**config.mk**
```make
export PLATFORM = sky130hd
export DESIGN_NAME = change_dispense_timer
export DESIGN_NICKNAME = d
export VERILOG_FILES = /design/src/rtl/change_dispense_timer.sv
export SDC_FILE = /design/constraint.sdc
export NUM_CORES = 1
export LEC_CHECK = 0
export BUFFER_PORTS_ARGS = -buffer_cell sky130_fd_sc_hd__buf_4
export CAP_MARGIN = 10
export CELL_PAD_IN_SITES_DETAIL_PLACEMENT = 0
export CELL_PAD_IN_SITES_GLOBAL_PLACEMENT = 2
export CORE_UTILIZATION = 35
export CTS_CLUSTER_DIAMETER = 60
export DETAILED_ROUTE_END_ITERATION = 10
export PLACE_DENSITY_LB_ADDON = 0.1
export SKIP_CTS_REPAIR_TIMING = 1
export SYNTH_ARGS = -nofsm -noshare
export SYNTH_HDL_FRONTEND = slang
export SYNTH_SLANG_ARGS = --single-unit
```
**constraint.sdc**
```tcl
create_clock -name clk -period 5.4 [get_ports clk]
set_input_delay 0.81 -clock clk [delete_from_list [all_inputs] [get_ports clk]]
set_output_delay 0.81 -clock clk [all_outputs]
set_load 0.05 [all_outputs]
```
**src/rtl/change_dispense_timer.sv**
```systemverilog
// Inactivity countdown plus greedy change dispenser: one coin per cycle, largest
// denomination first, bounded by an internally tracked per-denomination stock.
module change_dispense_timer #(
    parameter int                    NUM_COINS   = 3,
    parameter int                    NUM_ITEMS   = 4,
    parameter int                    TOTAL_BITS  = 31,
    parameter int                    WAIT_TIME   = 10,
    parameter logic [NUM_COINS*32-1:0] COIN_VALUES = {32'd1000, 32'd500, 32'd100},
    parameter int                    STOCK_BITS  = 8,
    parameter logic [STOCK_BITS-1:0] INIT_STOCK  = 8'd10
) (
    input  logic                  clk,
    input  logic                  reset_n,
    input  logic [NUM_COINS-1:0]  i_input_coin,
    input  logic [NUM_ITEMS-1:0]  i_output_item,
    input  logic                  i_trigger_return,
    input  logic [TOTAL_BITS-1:0] i_current_total,
    output logic [NUM_COINS-1:0]  o_return_coin,
    output logic [31:0]           o_wait_time,
    output logic                  o_busy,
    output logic                  o_change_done,
    output logic [TOTAL_BITS-1:0] o_residual
);

    localparam int                    CW        = (TOTAL_BITS > 32) ? TOTAL_BITS : 32;
    localparam logic [31:0]           WAIT_INIT = 32'(WAIT_TIME);
    localparam logic [STOCK_BITS-1:0] STOCK_MAX = {STOCK_BITS{1'b1}};

    typedef enum logic [1:0] {
        S_IDLE     = 2'd0,
        S_COUNT    = 2'd1,
        S_DISPENSE = 2'd2,
        S_DONE     = 2'd3
    } state_t;

    state_t                                r_state;
    logic [TOTAL_BITS-1:0]                 r_remaining;
    logic [NUM_COINS-1:0][STOCK_BITS-1:0]  r_stock;

    logic [NUM_COINS-1:0][STOCK_BITS-1:0]  w_stock_next;
    logic [NUM_COINS-1:0]                  w_sel_onehot;
    logic [TOTAL_BITS-1:0]                 w_sel_val;
    logic                                  w_sel_valid;
    logic                                  w_activity;

    assign w_activity = (|i_input_coin) | (|i_output_item);

    // Ascending scan so the last qualifying denomination (the largest) wins.
    always_comb begin
        w_sel_valid  = 1'b0;
        w_sel_onehot = '0;
        w_sel_val    = '0;
        for (int k = 0; k < NUM_COINS; k++) begin
            if ((CW'(COIN_VALUES[k*32 +: 32]) <= CW'(r_remaining)) && (r_stock[k] != '0)) begin
                w_sel_valid     = 1'b1;
                w_sel_onehot    = '0;
                w_sel_onehot[k] = 1'b1;
                w_sel_val       = TOTAL_BITS'(COIN_VALUES[k*32 +: 32]);
            end
        end
    end

    always_comb begin
        w_stock_next = r_stock;
        for (int k = 0; k < NUM_COINS; k++) begin
            if (i_input_coin[k] && (r_stock[k] != STOCK_MAX))
                w_stock_next[k] = r_stock[k] + 1'b1;
            if ((r_state == S_DISPENSE) && w_sel_onehot[k])
                w_stock_next[k] = w_stock_next[k] - 1'b1;
        end
    end

    always_ff @(posedge clk or negedge reset_n) begin
        if (!reset_n)
            r_stock <= {NUM_COINS{INIT_STOCK}};
        else
            r_stock <= w_stock_next;
    end

    always_ff @(posedge clk or negedge reset_n) begin
        if (!reset_n) begin
            r_state       <= S_IDLE;
            r_remaining   <= '0;
            o_wait_time   <= WAIT_INIT;
            o_return_coin <= '0;
            o_busy        <= 1'b0;
            o_change_done <= 1'b0;
            o_residual    <= '0;
        end else begin
            case (r_state)
                S_IDLE: begin
                    o_wait_time   <= WAIT_INIT;
                    o_return_coin <= '0;
                    o_busy        <= 1'b0;
                    o_change_done <= 1'b0;
                    if (i_current_total != '0)
                        r_state <= S_COUNT;
                end
                S_COUNT: begin
                    if (w_activity) begin
                        o_wait_time <= WAIT_INIT;
                    end else if (i_current_total == '0) begin
                        r_state     <= S_IDLE;
                        o_wait_time <= WAIT_INIT;
                    end else if (i_trigger_return || (o_wait_time == 32'd0)) begin
                        r_state     <= S_DISPENSE;
                        r_remaining <= i_current_total;
                        o_wait_time <= 32'd0;
                        o_busy      <= 1'b1;
                    end else begin
                        o_wait_time <= o_wait_time - 32'd1;
                    end
                end
                S_DISPENSE: begin
                    if (w_sel_valid) begin
                        o_return_coin <= w_sel_onehot;
                        r_remaining   <= r_remaining - w_sel_val;
                    end else begin
                        o_return_coin <= '0;
                        o_residual    <= r_remaining;
                        o_change_done <= 1'b1;
                        r_state       <= S_DONE;
                    end
                end
                S_DONE: begin
                    o_change_done <= 1'b0;
                    o_busy        <= 1'b0;
                    o_wait_time   <= WAIT_INIT;
                    r_state       <= S_IDLE;
                end
                default: r_state <= S_IDLE;
            endcase
        end
    end

endmodule
```
==> flow_summary.yaml, run 1 <==
layout:
  design.final.nets: 1003
  layout_common_cells: "sky130_fd_sc_hd__nand2_1, sky130_fd_sc_hd__buf_4, sky130_fd_sc_hd__dfrtp_1"
  final_core_utilization_pct: 44.7
  area_delta_synth_final_pct: 24.1
  antenna_cells_inserted: 0
  mostFrequentLayoutCell: "sky130_fd_sc_hd__nand2_1"
  share_of_post_route_cells_with_drive_strength_above_1_pct: 19.6
  final_cells: 1221
placement:
  portBuffers: 108
  dpl_worst_slack_ns: 0.635
  dpl.hpwl_mm: 15.2
  gp_congestion: 0.874
  dp.cells: 1189
synth:
  synth_warnings: 0
  synth_net_count: 894
  syn_avg_cell_area_um2: 8.87
  synthCells: 829
  seq_area_frac_synth_pct: 42.7
  postSynth.topFlopCell: "sky130_fd_sc_hd__dfrtp_1"
  asyncSetResetFlopFracSynth_pct: 100
  mappedNetlistArea_um2: 7350
  synth-edff-count: 0
  synth.ff_latch_count: 125
  synth_cell_type_count: 76
setup_path:
  timing.critical_path.from_type: "flop"
  crit-reg2reg-launch: "r_remaining[17]"
  critical_path.max_stage_delay_ns: 0.70
  worst-setup-path-type: "flop to flop"
  cp_num_cells: 14
  cp_cell_sequence: "nor4_4 -> nand4_2 -> or4_4 -> a211oi_2 -> buf_4 -> ha_1 -> nand2_1 -> o21ai_0 -> a2111oi_0 -> buf_4 -> nor2_1 -> or4b_2 -> a21oi_1 -> a2bb2oi_1"
  setup.worst_path.end_class: "flop"
  regToRegSetupSlack_ns: 0.58
  worstPathArrival_ns: 5.17
  cpLargestDelayFamily: "simple AND/OR/NAND/NOR gates"
  worstPathMaxFanout: 16
  worstSetupStartpoint: "r_remaining[17]"
  r2r-end: "r_remaining[20]"
  crit_path_frequent_cell: "sky130_fd_sc_hd__buf_4"
  timing.critical_path.buf_inv: 2
  slowest_stage: "sky130_fd_sc_hd__or4b_2"
  critPathRequiredTime_ns: 5.75
  worst-r2r-cell-count: 14
  endpoint: "r_remaining[20]"
sta:
  timing.final.hold_violations: 0
  period_minus_slack_ns: 4.82
  setup_viol_count_final: 0
  aggregate_negative_setup_slack_ns: 0
  fmax_ghz: 0.207
  finalWorstSetupSlack_ns: 0.575
  slew_violations: 0
  unrepaired_setup_endpoints_after_global_routing: "no"
  clock_skew_ns: 0.0100
  tightest_slew_ns: 0.860
  final.period_utilization_pct: 89.3
  slew-limit-headroom_pct: 42.4
power:
  netSwitchingFraction_pct: 38.6
  seq_power_share_pct: 36.5
  cellInternalPower_uw: 2450
  peakVddDrop_mv: 0.204
  p_per_area_nw_per_um2: 437
  power_leakage_uw: 0.00416
  netSwitchingPower_uw: 1540
  pwr-share-comb_pct: 33.2
  power_frac_clock_pct: 30.3
global_route:
  globalRouteOverflowTotal: 0
  grt_usage_pct: 20.3
  grt_antenna_before_repair: 0
  grt_max_degree: 57
  first_global_vias: 6496
  grt_pass1_wl_mm: 34.6
floorplan:
  die_height_um: 147
  floorplan.rows: 52
  floorplan.die.width_um: 147
  core-area_um2: 20400
  full_die_area_um2: 21600
  initial_utilization_pct: 36.0
  num_io_pins: 109
clock_network:
  cts.root.buffer_cell: "sky130_fd_sc_hd__clkbuf_16"
  tritoncts: "yes"
  tritoncts.num_buffers: 17
  cts_htree_levels: 4
  clk-insertion-delay-late_ns: 0.42
  clk_path_buf_depth: 2
  worst_setup_hold_path_clk_slew_ns: 0.07
  clock_sink_count: 125
route:
  detail_routed_net_length_per_standard_cell_um: 17.1
  detailroute.via_count: 6552
  detailedRoute.firstPassIterationCount: 5
  postRouteAntennaNets: 0
  drt_iter0_markers: 367
  vias_per_cell: 5.37
  wirelength_mm: 20.9
  drc: 0
run_status:
  outcome: "completed"
hold_path:
  timing.hold.worst.class: "primary input to asynchronous set/reset pin"
flow_run:
  cap_violations: 0
-- synthesized netlist by cell type (3+ instances only) --
| library cell | instances | area [um2] |
|---|---|---|
| sky130_fd_sc_hd__nand2_1 | 143 | 537 |
| sky130_fd_sc_hd__dfrtp_1 | 117 | 2930 |
| sky130_fd_sc_hd__nor2_1 | 84 | 315 |
| sky130_fd_sc_hd__o21ai_0 | 44 | 220 |
| sky130_fd_sc_hd__a21oi_1 | 40 | 200 |
| sky130_fd_sc_hd__xnor2_1 | 39 | 342 |
| sky130_fd_sc_hd__clkbuf_1 | 32 | 120 |
| sky130_fd_sc_hd__inv_1 | 24 | 90.1 |
| sky130_fd_sc_hd__ha_1 | 23 | 288 |
| sky130_fd_sc_hd__nor3_1 | 22 | 110 |
| sky130_fd_sc_hd__nor4_1 | 21 | 131 |
| sky130_fd_sc_hd__xor2_1 | 20 | 175 |
| sky130_fd_sc_hd__mux2i_1 | 19 | 190 |
| sky130_fd_sc_hd__nand3_1 | 18 | 90.1 |
| sky130_fd_sc_hd__nand4_1 | 18 | 113 |
| sky130_fd_sc_hd__or3_1 | 11 | 68.8 |
| sky130_fd_sc_hd__o22ai_1 | 9 | 56.3 |
| sky130_fd_sc_hd__and3_1 | 8 | 50.1 |
| sky130_fd_sc_hd__dfstp_2 | 8 | 210 |
| sky130_fd_sc_hd__a31oi_1 | 7 | 43.8 |
| sky130_fd_sc_hd__and2_1 | 6 | 37.5 |
| sky130_fd_sc_hd__o31a_1 | 6 | 52.6 |
| sky130_fd_sc_hd__a21o_1 | 5 | 37.5 |
| sky130_fd_sc_hd__a22o_1 | 5 | 43.8 |
| sky130_fd_sc_hd__a2bb2oi_1 | 5 | 43.8 |
| sky130_fd_sc_hd__nand2b_1 | 5 | 31.3 |
| sky130_fd_sc_hd__and4_1 | 4 | 35.0 |
| sky130_fd_sc_hd__o21bai_1 | 4 | 30.0 |
| sky130_fd_sc_hd__o2bb2ai_1 | 4 | 35.0 |
| sky130_fd_sc_hd__o31ai_1 | 4 | 30.0 |
| sky130_fd_sc_hd__or2_2 | 4 | 25.0 |
| sky130_fd_sc_hd__a22oi_1 | 3 | 22.5 |
| sky130_fd_sc_hd__nor3b_1 | 3 | 22.5 |
| sky130_fd_sc_hd__nor4_4 | 3 | 63.8 |
| sky130_fd_sc_hd__o211ai_1 | 3 | 22.5 |
| sky130_fd_sc_hd__o41ai_1 | 3 | 26.3 |
| sky130_fd_sc_hd__or4_1 | 3 | 22.5 |
-- per-stage QoR --
stage | hold slack (ns) | power (uW) | area (um2)
floorplan | 0.447 | 2390 | 7350
global placement | 0.455 | 2770 | 8510
detailed placement | 0.456 | 2790 | 8510
CTS | 0.368 | 4020 | 9130
global route | 0.380 | 4270 | 9130
finish | 0.361 | 3990 | 9130
-- routing by layer --
layer  vias to the layer above  global-route usage [%]  routed length [um]
met5                         -                       0                   0
met4                         0                    6.60                 358
met3                        19                    3.63                 788
met2                       145                    33.0                9910
met1                      3197                    27.3                9870
li1                       3191                       -                   -
-- worst min path at each step --
stage                    from       endpoint  slack [ns]  cells after the start
2_1_floorplan  r_remaining[0]  o_residual[0]        0.45                      2
6_report              reset_n    r_stock[12]        0.36                      1
3_5_place_dp    o_residual[9]  o_residual[9]        0.46                      2
4_1_cts               reset_n    r_stock[12]        0.37                      1
3_3_place_gp    o_residual[9]  o_residual[9]        0.46                      2
5_1_grt               reset_n    r_stock[12]        0.38                      1
-- final cells by class --
cell class | count | area (um2)
fillers | 2029 | 11300
multi-input cells | 646 | 4010
flip-flops and latches | 125 | 3140
repair buffers | 124 | 931
clock buffers | 18 | 439
well taps | 270 | 338
clock inverters | 14 | 180
inverters | 24 | 90.1
-- state kept, by name, indices dropped and copies added (netlist names), named ones only --
signal	flops
o_change_done	1
r_remaining	31
r_stock	24
o_busy	1
o_residual	31
o_wait_time	32
r_state	1
o_return_coin	3
-- cells by family (layout without fill, tap and decap cells) --
logic type	after synthesis	count (layout)	synth area share, %
adders and majority gates	24	24	4.19
buffers and inverters	58	180	2.96
and+or+nand+nor	370	370	24.6
muxes	19	19	2.59
xor gates and xnor gates	59	59	7.03
AOI/OAI and AO/OA	174	174	15.9
DFF	125	125	42.7
-- power by group through the flow --
| stage | Sequential (uW) | Combinational, uW | Clock (uW) |
|---|---|---|---|
| 2_1_floorplan | 1380 | 1010 | 0 |
| 3_3_place_gp | 1450 | 1310 | 0 |
| 3_5_place_dp | 1470 | 1330 | 0 |
| 6_report | 1460 | 1330 | 1210 |
| 5_1_grt | 1500 | 1490 | 1290 |
| 4_1_cts | 1450 | 1330 | 1240 |
(Power assumes the default switching activity.)
==> run 2: changes to the inputs <==
Clock period 5.4 ns to 4.5 ns, I/O delays scaled along.
==> flow_summary.yaml, run 2 (same netlist as run 1, synthesis figures left out) <==
run_status:
  outcome: "completed"
floorplan:
  num_io_pins: 109
  core-area_um2: 20400
  floorplan.rows: 52
  die_height_um: 147
  full_die_area_um2: 21600
  initial_utilization_pct: 36.0
  floorplan.die.width_um: 147
clock_network:
  cts_htree_levels: 4
  tritoncts: "yes"
  worst_setup_hold_path_clk_slew_ns: 0.06
  clk-insertion-delay-late_ns: 0.43
  cts.root.buffer_cell: "sky130_fd_sc_hd__clkbuf_16"
  tritoncts.num_buffers: 17
  clock_sink_count: 125
  clk_path_buf_depth: 2
power:
  power_frac_clock_pct: 29.1
  peakVddDrop_mv: 0.286
  power_leakage_uw: 0.00421
  seq_power_share_pct: 36.2
  netSwitchingFraction_pct: 39.5
  pwr-share-comb_pct: 34.7
  fin_total_pwr_uw: 4810
  cellInternalPower_uw: 2910
  p_per_area_nw_per_um2: 519
  netSwitchingPower_uw: 1900
route:
  wirelength_mm: 21.1
  vias_per_cell: 5.35
  detailroute.via_count: 6599
  drc: 0
  detail_routed_net_length_per_standard_cell_um: 17.1
  detailedRoute.firstPassIterationCount: 4
  postRouteAntennaNets: 0
  drt_iter0_markers: 283
setup_path:
  worstPathArrival_ns: 4.61
  critPathRequiredTime_ns: 4.85
  worst-setup-path-type: "flop to flop"
  setup.worst_path.end_class: "flop"
  r2r-end: "r_remaining[20]"
  worstPathMaxFanout: 7
  timing.critical_path.from_type: "flop"
  worst-r2r-cell-count: 12
  regToRegSetupSlack_ns: 0.24
  crit-reg2reg-launch: "r_remaining[25]"
global_route:
  groute.layer.met3.usage_pct: 3.76
  globalRouteOverflowTotal: 0
  grt_antenna_before_repair: 0
  grt.met1_usage_pct: 25.6
  first_global_vias: 6792
  met2_usage_pct: 34.8
  gr_busiest_metal: "met2"
  grt_pass1_wl_mm: 34.8
  grt_max_degree: 65
  grt_usage_pct: 20.4
layout:
  fin_area_um2: 9260
  share_of_post_route_cells_with_drive_strength_above_1_pct: 21.1
  reg_top3: "o_wait_time (32), o_residual (31), r_remaining (31)"
  final_core_utilization_pct: 45.3
  mostFrequentLayoutCell: "sky130_fd_sc_hd__nand2_1"
  design.final.nets: 1016
  register_with_the_most_flip_flops: "o_wait_time"
  largest_register_ffs: 32
  antenna_cells_inserted: 0
  layout_common_cells: "sky130_fd_sc_hd__nand2_1, sky130_fd_sc_hd__buf_4, sky130_fd_sc_hd__dfrtp_1"
  area_delta_synth_final_pct: 25.9
sta:
  final.period_utilization_pct: 94.6
  period_minus_slack_ns: 4.26
  timing.final.hold_violations: 0
  clock_skew_ns: 0.00982
  finalWorstSetupSlack_ns: 0.244
  unrepaired_setup_endpoints_after_global_routing: "no"
  fmax_ghz: 0.235
  setup_viol_count_final: 0
  slew_violations: 0
  tightest_slew_ns: 0.865
  slew-limit-headroom_pct: 42.3
placement:
  detailed_place.area_um2: 8630
  portBuffers: 108
  dpl_worst_slack_ns: 0.0203
  gp_congestion: 0.878
  dpl.hpwl_mm: 15.4
hold_path:
  timing.hold.worst.class: "primary input to asynchronous set/reset pin"
flow_run:
  cap_violations: 0
run 2: critical path: stages (launching register included):
cell,delay (ns)
sky130_fd_sc_hd__dfrtp_1,0.38
sky130_fd_sc_hd__or4_4,0.57
sky130_fd_sc_hd__nand2b_4,0.20
sky130_fd_sc_hd__or4_4,0.58
sky130_fd_sc_hd__a211oi_4,0.32
sky130_fd_sc_hd__ha_1,0.33
sky130_fd_sc_hd__nand2_1,0.12
sky130_fd_sc_hd__o21ai_1,0.13
sky130_fd_sc_hd__a2111oi_4,0.40
sky130_fd_sc_hd__nor2_1,0.15
sky130_fd_sc_hd__or4b_2,0.68
sky130_fd_sc_hd__a21oi_1,0.17
sky130_fd_sc_hd__a2bb2oi_1,0.15
run 2: routing by layer:
layer / part of all wire [%] / vias up
li1: - / 3223
met1: 46 / 3182
met2: 48 / 159
met3: 3.7 / 35
met4: 2.2 / 0
met5: 0 / -
run 2: power by group through the flow:
stage | Combinational [uW] | Clock [uW] | Sequential, uW
after global placement | 1630 | 0 | 1730
final | 1670 | 1400 | 1740
after global routing | 1870 | 1490 | 1780
after CTS | 1660 | 1430 | 1730
after floorplan | 1220 | 0 | 1650
after detailed placement | 1650 | 0 | 1750
run 2: final cells by class:
type	instances	area [um2]
Tap cell	270	338
Clock buffer	17	425
Timing Repair Buffer	137	1040
Sequential cell	125	3140
Multi-Input combinational cell	646	4060
Fill cell	2081	11200
Inverter	24	90.1
Clock inverter	15	163
run 2: worst max path at each step:
stage / from / end / slack [ns] / depth (start not counted)
2_1_floorplan: r_remaining[25] / r_remaining[16] / 0.003 / 14
3_3_place_gp: r_remaining[26] / r_remaining[20] / 0.12 / 12
3_5_place_dp: r_remaining[25] / r_remaining[20] / 0.02 / 12
4_1_cts: r_remaining[25] / r_remaining[20] / -0.01 / 12
5_1_grt: r_remaining[26] / r_remaining[20] / 0.05 / 12
6_report: r_remaining[25] / r_remaining[20] / 0.24 / 12
run 2: through the flow:
stage | hold slack, ns | std cells | setup TNS, ns
4_1_cts | 0.387 | 1234 | -0.0107
6_report | 0.347 | 1234 | 0
3_3_place_gp | 0.454 | 1202 | 0
5_1_grt | 0.419 | 1234 | 0
3_5_place_dp | 0.459 | 1202 | 0
2_1_floorplan | 0.379 | 829 | 0
==> run 3: changes to the inputs <==
Settings changed: CORE_UTILIZATION 35 to 33, CTS_BUF_LIST from default to sky130_fd_sc_hd__clkbuf_2, CTS_CLUSTER_DIAMETER 60 to default.
Clock period 4.5 ns to 3.5 ns, I/O delays scaled along.
==> flow_summary.yaml, run 3 (same netlist as run 1, synthesis figures left out) <==
global_route:
  globalRouteOverflowTotal: 0
  grt_max_degree: 70
  first_global_vias: 6714
  grt_pass1_wl_mm: 35.6
  grt_antenna_before_repair: 1
  grt_usage_pct: 20.2
placement:
  portBuffers: 108
  dpl.hpwl_mm: 16.9
  gp_congestion: 0.872
  dp.cells: 1286
  dpl_worst_slack_ns: -0.366
setup_path:
  worst-setup-path-type: "flop to flop"
  regToRegSetupSlack_ns: -0.31
  crit-reg2reg-launch: "r_remaining[26]"
  worstPathArrival_ns: 4.45
  timing.critical_path.from_type: "flop"
  r2r-end: "r_remaining[20]"
  setup.worst_path.end_class: "flop"
  worstPathMaxFanout: 6
  critPathRequiredTime_ns: 4.14
  worst-r2r-cell-count: 13
sta:
  setup_viol_count_final: 21
  finalHoldWorstSlack_ns: 0.0971
  tightest_slew_ns: 0.731
  final.period_utilization_pct: 109
  timing.final.hold_violations: 0
  finalWorstSetupSlack_ns: -0.311
  slew-limit-headroom_pct: 51.2
  clock_skew_ns: 0.0442
  period_minus_slack_ns: 3.81
  unrepaired_setup_endpoints_after_global_routing: "yes"
  fmax_ghz: 0.262
  slew_violations: 0
clock_network:
  clock_sink_count: 125
  cts_htree_levels: 4
  worst_setup_hold_path_clk_slew_ns: 0.23
  tritoncts: "yes"
  tritoncts.num_buffers: 17
  clk_path_buf_depth: 2
  cts.root.buffer_cell: "sky130_fd_sc_hd__clkbuf_2"
  clk-insertion-delay-late_ns: 0.71
floorplan:
  initial_utilization_pct: 33.7
  die_height_um: 151
  full_die_area_um2: 22900
  floorplan.die.width_um: 151
  num_io_pins: 109
  floorplan.rows: 54
  core-area_um2: 21800
layout:
  mostFrequentLayoutCell: "sky130_fd_sc_hd__buf_4"
  final_cells: 1331
  layout_common_cells: "sky130_fd_sc_hd__buf_4, sky130_fd_sc_hd__nand2_1, sky130_fd_sc_hd__dfrtp_1"
  area_delta_synth_final_pct: 32.9
  register_with_the_most_flip_flops: "o_wait_time"
  share_of_post_route_cells_with_drive_strength_above_1_pct: 29.6
  design.final.nets: 1102
  fillerInstances: 2169
  largest_register_ffs: 32
  reg_top3: "o_wait_time (32), o_residual (31), r_remaining (31)"
hold_path:
  timing.hold.worst.class: "primary input to flop"
  min_to: "r_remaining[12]"
  whs_path_depth: 3
  min-delay-start: "i_current_total[12]"
route:
  detailedRoute.firstPassIterationCount: 6
  wirelength_mm: 22.6
  drt_iter0_markers: 351
  detailroute.via_count: 6981
  drc: 0
  detail_routed_net_length_per_standard_cell_um: 17.0
  vias_per_cell: 5.24
  postRouteAntennaNets: 0
run_status:
  failed_checks: "setup timing"
  outcome: "finished, violations left"
power:
  peakVddDrop_mv: 0.230
  fin_total_pwr_uw: 6000
  p_per_area_nw_per_um2: 614
  power_leakage_uw: 0.00453
flow_run:
  cap_violations: 0
==> run 3: cell types whose count changed in the layout (fill, tap and decap cells not counted), sizes merged, moves of 2 or more <==
| cell | change |
|---|---|
| dlygate4sd3 | +3 |
| buf | +83 |
| inv | -4 |
| clkinv | +2 |
==> run 3: area by class of cell <==
cell class	instances	area, um2	area share (%)
Clock buffer	18	90.1	0.922
Antenna cell	1	2.50	0.0256
Tap cell	280	350	3.58
Multi-Input combinational cell	646	4230	43.2
Inverter	24	90.1	0.922
Sequential cell	125	3140	32.1
Timing Repair Buffer	223	1730	17.7
Clock inverter	14	145	1.49
==> run 3: worst max-delay path by stage <==
stage | slack, ns | end | startpoint | cells after the start
6_report | -0.31 | r_remaining[20] | r_remaining[26] | 13
4_1_cts | -0.39 | r_remaining[20] | r_remaining[21] | 12
3_5_place_dp | -0.37 | r_remaining[20] | r_remaining[21] | 12
3_3_place_gp | -0.24 | r_remaining[20] | r_remaining[24] | 12
2_1_floorplan | -0.44 | r_remaining[16] | r_remaining[24] | 14
5_1_grt | -0.43 | r_remaining[20] | r_remaining[17] | 12
==> run 3: critical path: stages, from the launching register on <==
cell                        delay, ns
sky130_fd_sc_hd__dfrtp_1         0.43
sky130_fd_sc_hd__or4_4           0.52
sky130_fd_sc_hd__nand2b_4        0.20
sky130_fd_sc_hd__or4_4           0.45
sky130_fd_sc_hd__a211oi_4        0.33
sky130_fd_sc_hd__buf_4           0.18
sky130_fd_sc_hd__ha_4            0.19
sky130_fd_sc_hd__nand2_2         0.08
sky130_fd_sc_hd__o21ai_2         0.08
sky130_fd_sc_hd__a2111oi_4       0.37
sky130_fd_sc_hd__nor2_4          0.11
sky130_fd_sc_hd__or4b_4          0.51
sky130_fd_sc_hd__a21oi_2         0.15
sky130_fd_sc_hd__a2bb2oi_2       0.13
==> run 3: per-layer routing <==
layer	vias to the layer above	share of wire [%]	global-route usage (%)
met2	165	47	32.3
met1	3412	48	28.0
met4	0	1.1	5.35
li1	3383	-	-
met5	-	0	0
met3	21	3.9	3.40
==> run 3: power by group <==
part | internal [uW] | switching [uW] | leakage (uW)
Sequential | 1780 | 275 | 0.00162
Clock | 330 | 618 | 0.000137
Combinational | 1340 | 1650 | 0.00278
==> run 3: per-stage QoR <==
stage,cell area (um2),util (%),setup TNS [ns]
6_report,9770,44.8,-3.03
5_1_grt,9770,44.8,-5.80
4_1_cts,9530,43.7,-4.98
3_5_place_dp,9300,42.6,-4.40
3_3_place_gp,9300,42.6,-2.55
2_1_floorplan,7450,-,-3.03
